## src/rtl/spi_xchg_ctrl.sv

```systemverilog
// spi_xchg_ctrl
// ----------------------------------------------------------------------------
// Loopback SPI exchange controller. It models both ends of a 16-bit
// full-duplex SPI link (mode 0, MSB first): a master shift register (msr) and
// a slave shift register (ssr) trade their contents over 16 SCLK periods.
// The received words are captured when the exchange completes.
//
// Ports
//   clk         system clock; all state changes on its rising edge
//   rst_n       asynchronous active-low reset
//   start       request one exchange (seen only in IDLE)
//   abort       cancel an exchange in LOAD or SHIFT
//   MASTER_dat  master transmit word, captured in LOAD
//   SLAVE_dat   slave transmit word, captured in LOAD
//   SCLK        serial clock, idle low, half-period of DIV clk cycles
//   cs_n        select, low only while shifting
//   MOSI        msr[15]
//   MISO        ssr[15]
//   busy        high in LOAD, SHIFT and DONE
//   done        one-cycle pulse when an exchange completes
//   master_rx   word received by the master at the last completed exchange
//   slave_rx    word received by the slave at the last completed exchange
//   state_dbg   current FSM state (0 IDLE, 1 LOAD, 2 SHIFT, 3 DONE)
//
// Handshake: start is a request level sampled once per clock while idle; it
// is neither queued nor acknowledged other than by busy going high on the
// next cycle. done pulses for exactly one cycle and master_rx/slave_rx are
// valid from that cycle until the next completed exchange.
// ----------------------------------------------------------------------------
module spi_xchg_ctrl #(
  parameter int unsigned DIV = 4
) (
  input  logic        clk,
  input  logic        rst_n,
  input  logic        start,
  input  logic        abort,
  input  logic [15:0] MASTER_dat,
  input  logic [15:0] SLAVE_dat,
  output logic        SCLK,
  output logic        cs_n,
  output logic        MOSI,
  output logic        MISO,
  output logic        busy,
  output logic        done,
  output logic [15:0] master_rx,
  output logic [15:0] slave_rx,
  output logic [1:0]  state_dbg
);

  typedef enum logic [1:0] {
    IDLE  = 2'd0,
    LOAD  = 2'd1,
    SHIFT = 2'd2,
    DONE  = 2'd3
  } state_t;

  localparam logic [7:0] DIV_LAST = 8'(DIV - 1);

  state_t      state;
  logic [15:0] msr;
  logic [15:0] ssr;
  logic [7:0]  div_cnt;
  logic [3:0]  bit_cnt;
  logic        m_in;
  logic        s_in;
  logic [15:0] msr_nxt;
  logic [15:0] ssr_nxt;

  // Bits captured on the SCLK rise are shifted in on the following fall.
  assign msr_nxt   = {msr[14:0], m_in};
  assign ssr_nxt   = {ssr[14:0], s_in};
  assign MOSI      = msr[15];
  assign MISO      = ssr[15];
  assign state_dbg = state;

  always_ff @(posedge clk or negedge rst_n) begin
    if (!rst_n) begin
      state     <= IDLE;
      msr       <= 16'h0000;
      ssr       <= 16'h0000;
      div_cnt   <= 8'd0;
      bit_cnt   <= 4'd0;
      m_in      <= 1'b0;
      s_in      <= 1'b0;
      SCLK      <= 1'b0;
      cs_n      <= 1'b1;
      busy      <= 1'b0;
      done      <= 1'b0;
      master_rx <= 16'h0000;
      slave_rx  <= 16'h0000;
    end else begin
      done <= 1'b0;
      case (state)
        IDLE: begin
          // abort beats a simultaneous start
          if (start && !abort) begin
            state <= LOAD;
            busy  <= 1'b1;
          end
        end

        LOAD: begin
          if (abort) begin
            state <= IDLE;
            busy  <= 1'b0;
            cs_n  <= 1'b1;
            SCLK  <= 1'b0;
          end else begin
            msr     <= MASTER_dat;
            ssr     <= SLAVE_dat;
            div_cnt <= 8'd0;
            bit_cnt <= 4'd0;
            cs_n    <= 1'b0;
            SCLK    <= 1'b0;
            state   <= SHIFT;
          end
        end

        SHIFT: begin
          if (abort) begin
            state <= IDLE;
            busy  <= 1'b0;
            cs_n  <= 1'b1;
            SCLK  <= 1'b0;
          end else if (div_cnt == DIV_LAST) begin
            div_cnt <= 8'd0;
            SCLK    <= ~SCLK;
            if (!SCLK) begin
              // rising edge: both ends sample the other's MSB
              m_in <= ssr[15];
              s_in <= msr[15];
            end else begin
              // falling edge: both ends shift
              msr <= msr_nxt;
              ssr <= ssr_nxt;
              if (bit_cnt == 4'd15) begin
                // bit_cnt holds at 15 rather than wrapping; LOAD clears it
                state     <= DONE;
                cs_n      <= 1'b1;
                master_rx <= msr_nxt;
                slave_rx  <= ssr_nxt;
                done      <= 1'b1;
              end else begin
                bit_cnt <= bit_cnt + 4'd1;
              end
            end
          end else begin
            div_cnt <= div_cnt + 8'd1;
          end
        end

        DONE: begin
          state <= IDLE;
          busy  <= 1'b0;
        end

        default: begin
          state <= IDLE;
          busy  <= 1'b0;
          cs_n  <= 1'b1;
          SCLK  <= 1'b0;
        end
      endcase
    end
  end

endmodule

```

## config.mk

```make
export PLATFORM = sky130hd
export DESIGN_NAME = spi_xchg_ctrl
export DESIGN_NICKNAME = d
export VERILOG_FILES = /design/src/rtl/spi_xchg_ctrl.sv
export SDC_FILE = /design/constraint.sdc
export NUM_CORES = 1
export LEC_CHECK = 0
export CAP_MARGIN = 40
export CORE_UTILIZATION = 35
export DETAILED_ROUTE_END_ITERATION = 8
export HOLD_SLACK_MARGIN = 0.12
export MAX_ROUTING_LAYER = met4
export PLACE_DENSITY = 0.68
export SYNTH_ARGS = -nofsm -noshare
export SYNTH_HDL_FRONTEND = slang
export SYNTH_SLANG_ARGS = --single-unit
```

## constraint.sdc

```tcl
create_clock -name clk -period 2.15 [get_ports clk]
set_clock_uncertainty 0.1 [all_clocks]
set_input_delay 0.43 -clock clk [delete_from_list [all_inputs] [get_ports clk]]
set_output_delay 0.43 -clock clk [all_outputs]
set_load 0.02 [all_outputs]
```

==> flow_metrics.py <==
metrics = {
    "critical_path": {
        "worstPathArrival_ps": 2220,
        "crit_path_start": "div_cnt[0]",
        "r2r_cells": 6,
        "crit_path_max_fanout": 4,
        "reg2reg_slack_ps": 110,
        "r2r-start": "div_cnt[0]",
        "crit_required_ps": 2330,
        "endpoint_kind": "flop",
        "timing.rr.end": "bit_cnt[0]",
        "worstSetupPathType": "flop to flop",
        "start_kind": "flop",
        "crit_path_end": "bit_cnt[0]",
    },
    "cells_and_area": {
        "ff_latch_area_um2": 2100,
        "area_growth_pct": 33.8,
        "final_core_util_pct": 48.9,
        "final_layout_size_suffix_gt1_share_pct": 21.4,
        "layout.nets": 462,
        "multi_input_area_um2": 1620,
        "n_fill_cell": 949,
        "antenna_cells": 0,
    },
    "route": {
        "viasPerCell": 5.16,
        "routed-via-count": 2897,
        "dr.pass1.iters": 4,
        "wl_met2_mm": 4.05,
        "met3WireLength_um": 369,
        "routed.top_layer": "met4",
        "drcViolationCount": 0,
        "m1WireLength_mm": 4.18,
        "first_iter_violations": 136,
        "wirelength_mm": 8.67,
        "ant_nets": 0,
        "wire_per_inst_um": 15.4,
    },
    "pwr": {
        "p_int_w": 0.00326,
        "swShare_pct": 37.5,
        "ir_drop_mv": 0.561,
        "total_power_w": 0.00521,
        "power_switching_w": 0.00195,
        "leakagePower_nw": 2.17,
        "power_frac_comb_pct": 37.1,
        "seqPwrFrac_pct": 42.6,
        "power_density_nw_per_um2": 1020,
        "p_clk_share_pct": 20.3,
    },
    "yosys": {
        "yosys_warnings": 0,
        "synth_area_leaders": "dfrtp_1 55%, mux2_2 10%, o21ai_0 8.9%",
        "synthCells": 323,
        "synth_nets": 365,
        "synth_top_area_share_pct": 54.5,
        "synth_top_area_cell": "dfrtp_1",
        "synth_ff_type": "dfrtp_1",
        "yosysMostFrequentCell": "dfrtp_1",
        "synth_seq_area_share_pct": 55.2,
        "synth_seq_cells": 84,
        "yosysUniqueCellTypes": 39,
        "synth_edf_count": 0,
        "synthTopCellsByCount": "83 x dfrtp_1, 68 x o21ai_0, 35 x mux2_2",
        "syn_area_um2": 3810,
        "synth-async-reset-ratio_pct": 100,
        "avgSynthCellArea_um2": 11.8,
    },
    "clock_network": {
        "cts_max_level": 3,
        "clock_path_buffers": 2,
        "cts-resized-gates": 0,
        "cts_sinks": 84,
        "cts_buffers": 9,
        "cts_tree": "done",
        "clockRootBuffer": "clkbuf_8",
        "path_clk_slew_ps": 90,
        "worst_skew_pair.late_latency_ps": 350,
    },
    "timing": {
        "period_needed_ps": 2040,
        "fmax_mhz": 491,
        "worst_pin_slew_ps": 363,
        "period_share_pct": 94.7,
        "fin_ws_ps": 114,
        "hold_slack_ps": 390,
        "hold_viol_final": 0,
        "fin_tns_setup_ps": 0,
        "grt_setup_unrepaired": "true",
        "setup_violations": 0,
        "max-slew-margin-rel_pct": 75.8,
        "maxSlewViolCount": 0,
    },
    "job": {
        "max_cap_viol_count": 0,
    },
    "die": {
        "io_pins": 76,
        "floorplan.initialDensity_pct": 36.6,
        "dieArea_um2": 11300,
        "core-area_um2": 10400,
        "die_w_um": 106,
        "row_count": 37,
        "fp.dieH_um": 106,
    },
    "global_route": {
        "grt_pass1_vias": 2866,
        "groute.usage.overall_pct": 16.7,
        "overflow": 0,
        "grt_pass1_wl_mm": 14.4,
        "grt_max_degree": 33,
        "antenna_found_initial": 0,
    },
    "worst_hold_path": {
        "min_path_type": "input port to async pin",
    },
    "placement": {
        "gp_congestion": 0.777,
        "place_hpwl_mm": 6.03,
        "port-buffer-count": 75,
        "post-place-ws_ps": 49.2,
    },
    "run_status": {
        "outcome": "completed",
    },
}
## metal layers
layer  global-route usage, %  up-vias
met5                       -        -
met4                    4.76        0
met3                    3.25        8
met2                    25.2       80
met1                    23.0     1457
li1                        -     1352
## cell families (layout without fill, tap and decap cells)
kind of cell | Yosys count | in the layout | share of synthesized area (%)
buf+inv | 23 | 125 | 2.59
mux | 68 | 68 | 19.1
compound gates | 85 | 85 | 12.1
fa+ha+maj | 6 | 6 | 1.97
flops | 84 | 84 | 55.2
xor+xnor | 7 | 7 | 1.61
simple gates | 50 | 50 | 7.42
## final cells by class
cell class                 count  share of cell area (%)
inverter                       4                   0.295
sequential                    84                    41.3
timing repair buffer         105                    19.6
clock buffer                  11                    2.97
tap                          136                    3.34
multi-input combinational    216                    31.8
clock inverter                 5                   0.687
## registers in the layout, indices dropped and copies added, names as in the netlist, 2 cells and up
register,cells
master_rx,16
state_dbg,2
slave_rx,16
ssr,16
bit_cnt,4
msr,16
div_cnt,8
## cell usage in the layout, fill, tap and decap left out, types with 2 or more instances in the layout
master	count
a21oi_1	4
a31oi_1	2
buf_12	2
buf_4	28
clkbuf_8	11
clkdlybuf4s50_1	74
clkinv_2	2
dfrtp_1	83
ha_1	5
inv_1	4
mux2_2	35
mux2i_1	32
nand2_1	12
nand3_1	7
nand4_1	3
nor2_1	10
nor2b_1	3
nor3_1	7
o21a_1	2
o21ai_0	67
xnor2_1	6
## worst min-delay path by stage
stage          startpoint      endpoint  slack, ps  cells past startpoint
6_report            rst_n    div_cnt[5]        390                      2
5_1_grt             rst_n  state_dbg[0]        400                      2
4_1_cts             rst_n          done        380                      2
3_5_place_dp        rst_n          done        220                      1
3_3_place_gp        rst_n          done        220                      1
2_1_floorplan       rst_n          SCLK         30                      0
## per-stage QoR
step / instance area, µm² / cells
after floorplan: 3810 / 323
after global placement: 4890 / 543
after detailed placement: 4890 / 543
after CTS: 5090 / 560
after global routing: 5100 / 561
final: 5100 / 561
## worst max-delay path: stages, from the launching register on
cell and delay, ps:
dfrtp_1 410, ha_1 210, nor4b_4 240, buf_4 180, nand4b_1 200, or4b_1 520
nand3_1 100
## power by group through the flow
stage,Sequential [W],Combinational (W),Clock [W]
CTS,0.00222,0.00194,0.00110
floorplan,0.00222,0.00116,0
finish,0.00222,0.00193,0.00106
global placement,0.00223,0.00187,0
global route,0.00227,0.00215,0.00116
detailed placement,0.00224,0.00195,0
## repair_timing
item | CTS | global route
buffers inserted | 0 | 1
endpoints found under the setup margin | 0 | 4
endpoints found under the hold margin | 15 | 0
hold buffers | 1 | 0
No activity file was read; power rests on OpenSTA's default activity.
==> variant, RTL diff (same settings) <==
Put one more register stage on the output `cs_n`, without a reset. The value now appears one clock later. The other outputs are not delayed to match.
--- a/src/rtl/spi_xchg_ctrl.sv
+++ b/src/rtl/spi_xchg_ctrl.sv
@@ -57,4 +57,6 @@
   localparam logic [7:0] DIV_LAST = 8'(DIV - 1);
 
+  logic cs_n_s0;
+
   state_t      state;
   logic [15:0] msr;
@@ -84,5 +86,5 @@
       s_in      <= 1'b0;
       SCLK      <= 1'b0;
-      cs_n      <= 1'b1;
+      cs_n_s0   <= 1'b1;
       busy      <= 1'b0;
       done      <= 1'b0;
@@ -104,5 +106,5 @@
             state <= IDLE;
             busy  <= 1'b0;
-            cs_n  <= 1'b1;
+            cs_n_s0 <= 1'b1;
             SCLK  <= 1'b0;
           end else begin
@@ -111,5 +113,5 @@
             div_cnt <= 8'd0;
             bit_cnt <= 4'd0;
-            cs_n    <= 1'b0;
+            cs_n_s0 <= 1'b0;
             SCLK    <= 1'b0;
             state   <= SHIFT;
@@ -121,5 +123,5 @@
             state <= IDLE;
             busy  <= 1'b0;
-            cs_n  <= 1'b1;
+            cs_n_s0 <= 1'b1;
             SCLK  <= 1'b0;
           end else if (div_cnt == DIV_LAST) begin
@@ -137,5 +139,5 @@
                 // bit_cnt holds at 15 rather than wrapping; LOAD clears it
                 state     <= DONE;
-                cs_n      <= 1'b1;
+                cs_n_s0   <= 1'b1;
                 master_rx <= msr_nxt;
                 slave_rx  <= ssr_nxt;
@@ -158,5 +160,5 @@
           state <= IDLE;
           busy  <= 1'b0;
-          cs_n  <= 1'b1;
+          cs_n_s0 <= 1'b1;
           SCLK  <= 1'b0;
         end
@@ -165,4 +167,8 @@
   end
 
+  always_ff @(posedge clk) begin
+    cs_n <= cs_n_s0;
+  end
+
 endmodule
 
Formal check against the unedited RTL: not equivalent (a bounded check fails within 4 cycles, from zero or initial values and one cycle with rst_n low).
==> variant against the original RTL <==
  * Cell area is 11% higher
  * Combinational power increased by 36%
  * Die area increased by 5.9%
  * Sequential cell count rose by 1
  * Non-clock buffer count up 6
  * Area after synthesis up 6.0%
  * Clock power grew 51%
  * Worst setup slack worse by 0.11 ns
  * Maximum frequency is 5.3% lower
  * Wire length decreased by 0.38%
  * Highest routed layer unchanged
  * Total power rose by 25%
  * Count of clock-buffer cells in the layout increased by 2
==> variant: results <==
export IMPL_status="finished clean"
export IMPL_ys_types=38
export IMPL_cp_slowest_stage_delay_ns=0.56
export IMPL_clk_pin_slew_worst_paths_ns=0.06
export IMPL_multi_input_cells=185
export IMPL_drt_iter0_drc=157
export IMPL_pwr_share_seq_pct=35.0
export IMPL_synth_top_cell_area_share_pct=51.4
export IMPL_synthesis_nets=329
export IMPL_pwr_share_comb_pct=40.3
export IMPL_fillers=990
export IMPL_p_switching_mw=1.94
export IMPL_nNetsFinal=438
export IMPL_via_per_inst=4.82
export IMPL_buffer_area_share_pct=20.6
export IMPL_cp_max_fo=9
export IMPL_multi_input_area_mm2=0.00186
export IMPL_dp_cells=519
export IMPL_ir_drop_uv=694
export IMPL_hold_path_class="reg2reg"
export IMPL_wl_per_cell_um=16.0
export IMPL_cts_root_buffer="clkbuf_16"
export IMPL_grt_pass1_vias=2706
export IMPL_grt_start_max_net_pins=57
export IMPL_cts_made_buffers=9
export IMPL_synthTopCellsByCount="dfrtp_1 (83), mux2_2 (70), mux2_4 (30)"
export IMPL_seq_cell_count=85
export IMPL_synth_sequential_area_ratio_pct=52.6
export IMPL_synth_area_leaders="dfrtp_1 (51%), mux2_2 (20%), mux2_4 (11%)"
export IMPL_gp_congestion=0.762
export IMPL_n_all_buffers=111
export IMPL_synth_async_reset_ratio_pct=98.8
export IMPL_num_antenna_cells=0
export IMPL_sh_seq_area_pct=37.6
export IMPL_clkbuf_count=13
export IMPL_hpwl_um=5790
export IMPL_seq_cell_power_mw=2.28
export IMPL_max_slew_margin_pct=72.5
export IMPL_via_count=2608
export IMPL_grtUsageTotal_pct=15.2
export IMPL_p_leak_nw=2.49
export IMPL_cpMaxStageDelayCell="or4_4"
export IMPL_cp_arrival_ns=2.27
export IMPL_drt_pass1_iter_count=3
export IMPL_drive_above_1_share_pct=41.6
export IMPL_clock_latency_ns=0.34
export IMPL_clkCellAreaFrac_pct=5.54
export IMPL_grt_pass1_wl_um=13500
export IMPL_avgSynthCellArea_um2=14.1
export IMPL_cts_buffer_depth=2
==> variant: path summary, 6_finish.rpt <==
kind | from | to | slack [ns] | cells after the start
worst max-delay path | div_cnt[0]$_DFFE_PN0P_ | slave_rx[12]$_DFFE_PN0P_ | 0.0002 | 6
worst min-delay path | cs_n_s0$_DFFE_PN1P_ | cs_n$_DFF_P_ | 0.31 | 0
worst max register to register | div_cnt[0]$_DFFE_PN0P_ | slave_rx[12]$_DFFE_PN0P_ | 0.0002 | 6
worst min register to register | cs_n_s0$_DFFE_PN1P_ | cs_n$_DFF_P_ | 0.31 | 0
max in group asynchronous | rst_n | slave_rx[2]$_DFFE_PN0P_ | 0.85 | 3
min in group asynchronous | rst_n | master_rx[10]$_DFFE_PN0P_ | 0.47 | 2
==> variant: logic make-up after synthesis <==
group,synth area share (%)
adder cells (fa/ha/maj),1.86
flip-flops,52.6
buffers and inverters,3.10
XOR/XNOR,1.30
AND/OR/NAND/NOR,7.34
multiplexers,30.7
AO/OA/AOI/OAI,3.16
==> variant: repair_timing <==
action	4_1_cts	5_1_grt
setup endpoints to repair	29	67
hold endpoints to repair	27	0
pin swaps	1	1
resized for setup	2	6
hold buffers	1	0
setup buffers	0	2
gates cloned	0	3
==> variant: stage by stage <==
step / area (um^2) / worst slack [ns] / TNS, ns
after floorplan: 4060 / -0.0230 / -0.690
after detailed placement: 5170 / -0.182 / -5.13
after CTS: 5500 / -0.0168 / -0.111
after global routing: 5640 / -0.0749 / -2.14
after global placement: 5170 / -0.161 / -4.79
final: 5640 / 0.000214 / 0
==> variant: per-layer routing <==
layer | vias to the layer above | part of all wire (%) | track usage, %
met1 | 1289 | 48 | 20.3
met4 | 0 | 1.0 | 4.00
met5 | - | 0 | -
met2 | 54 | 47 | 22.7
li1 | 1256 | - | -
met3 | 9 | 4.4 | 4.15
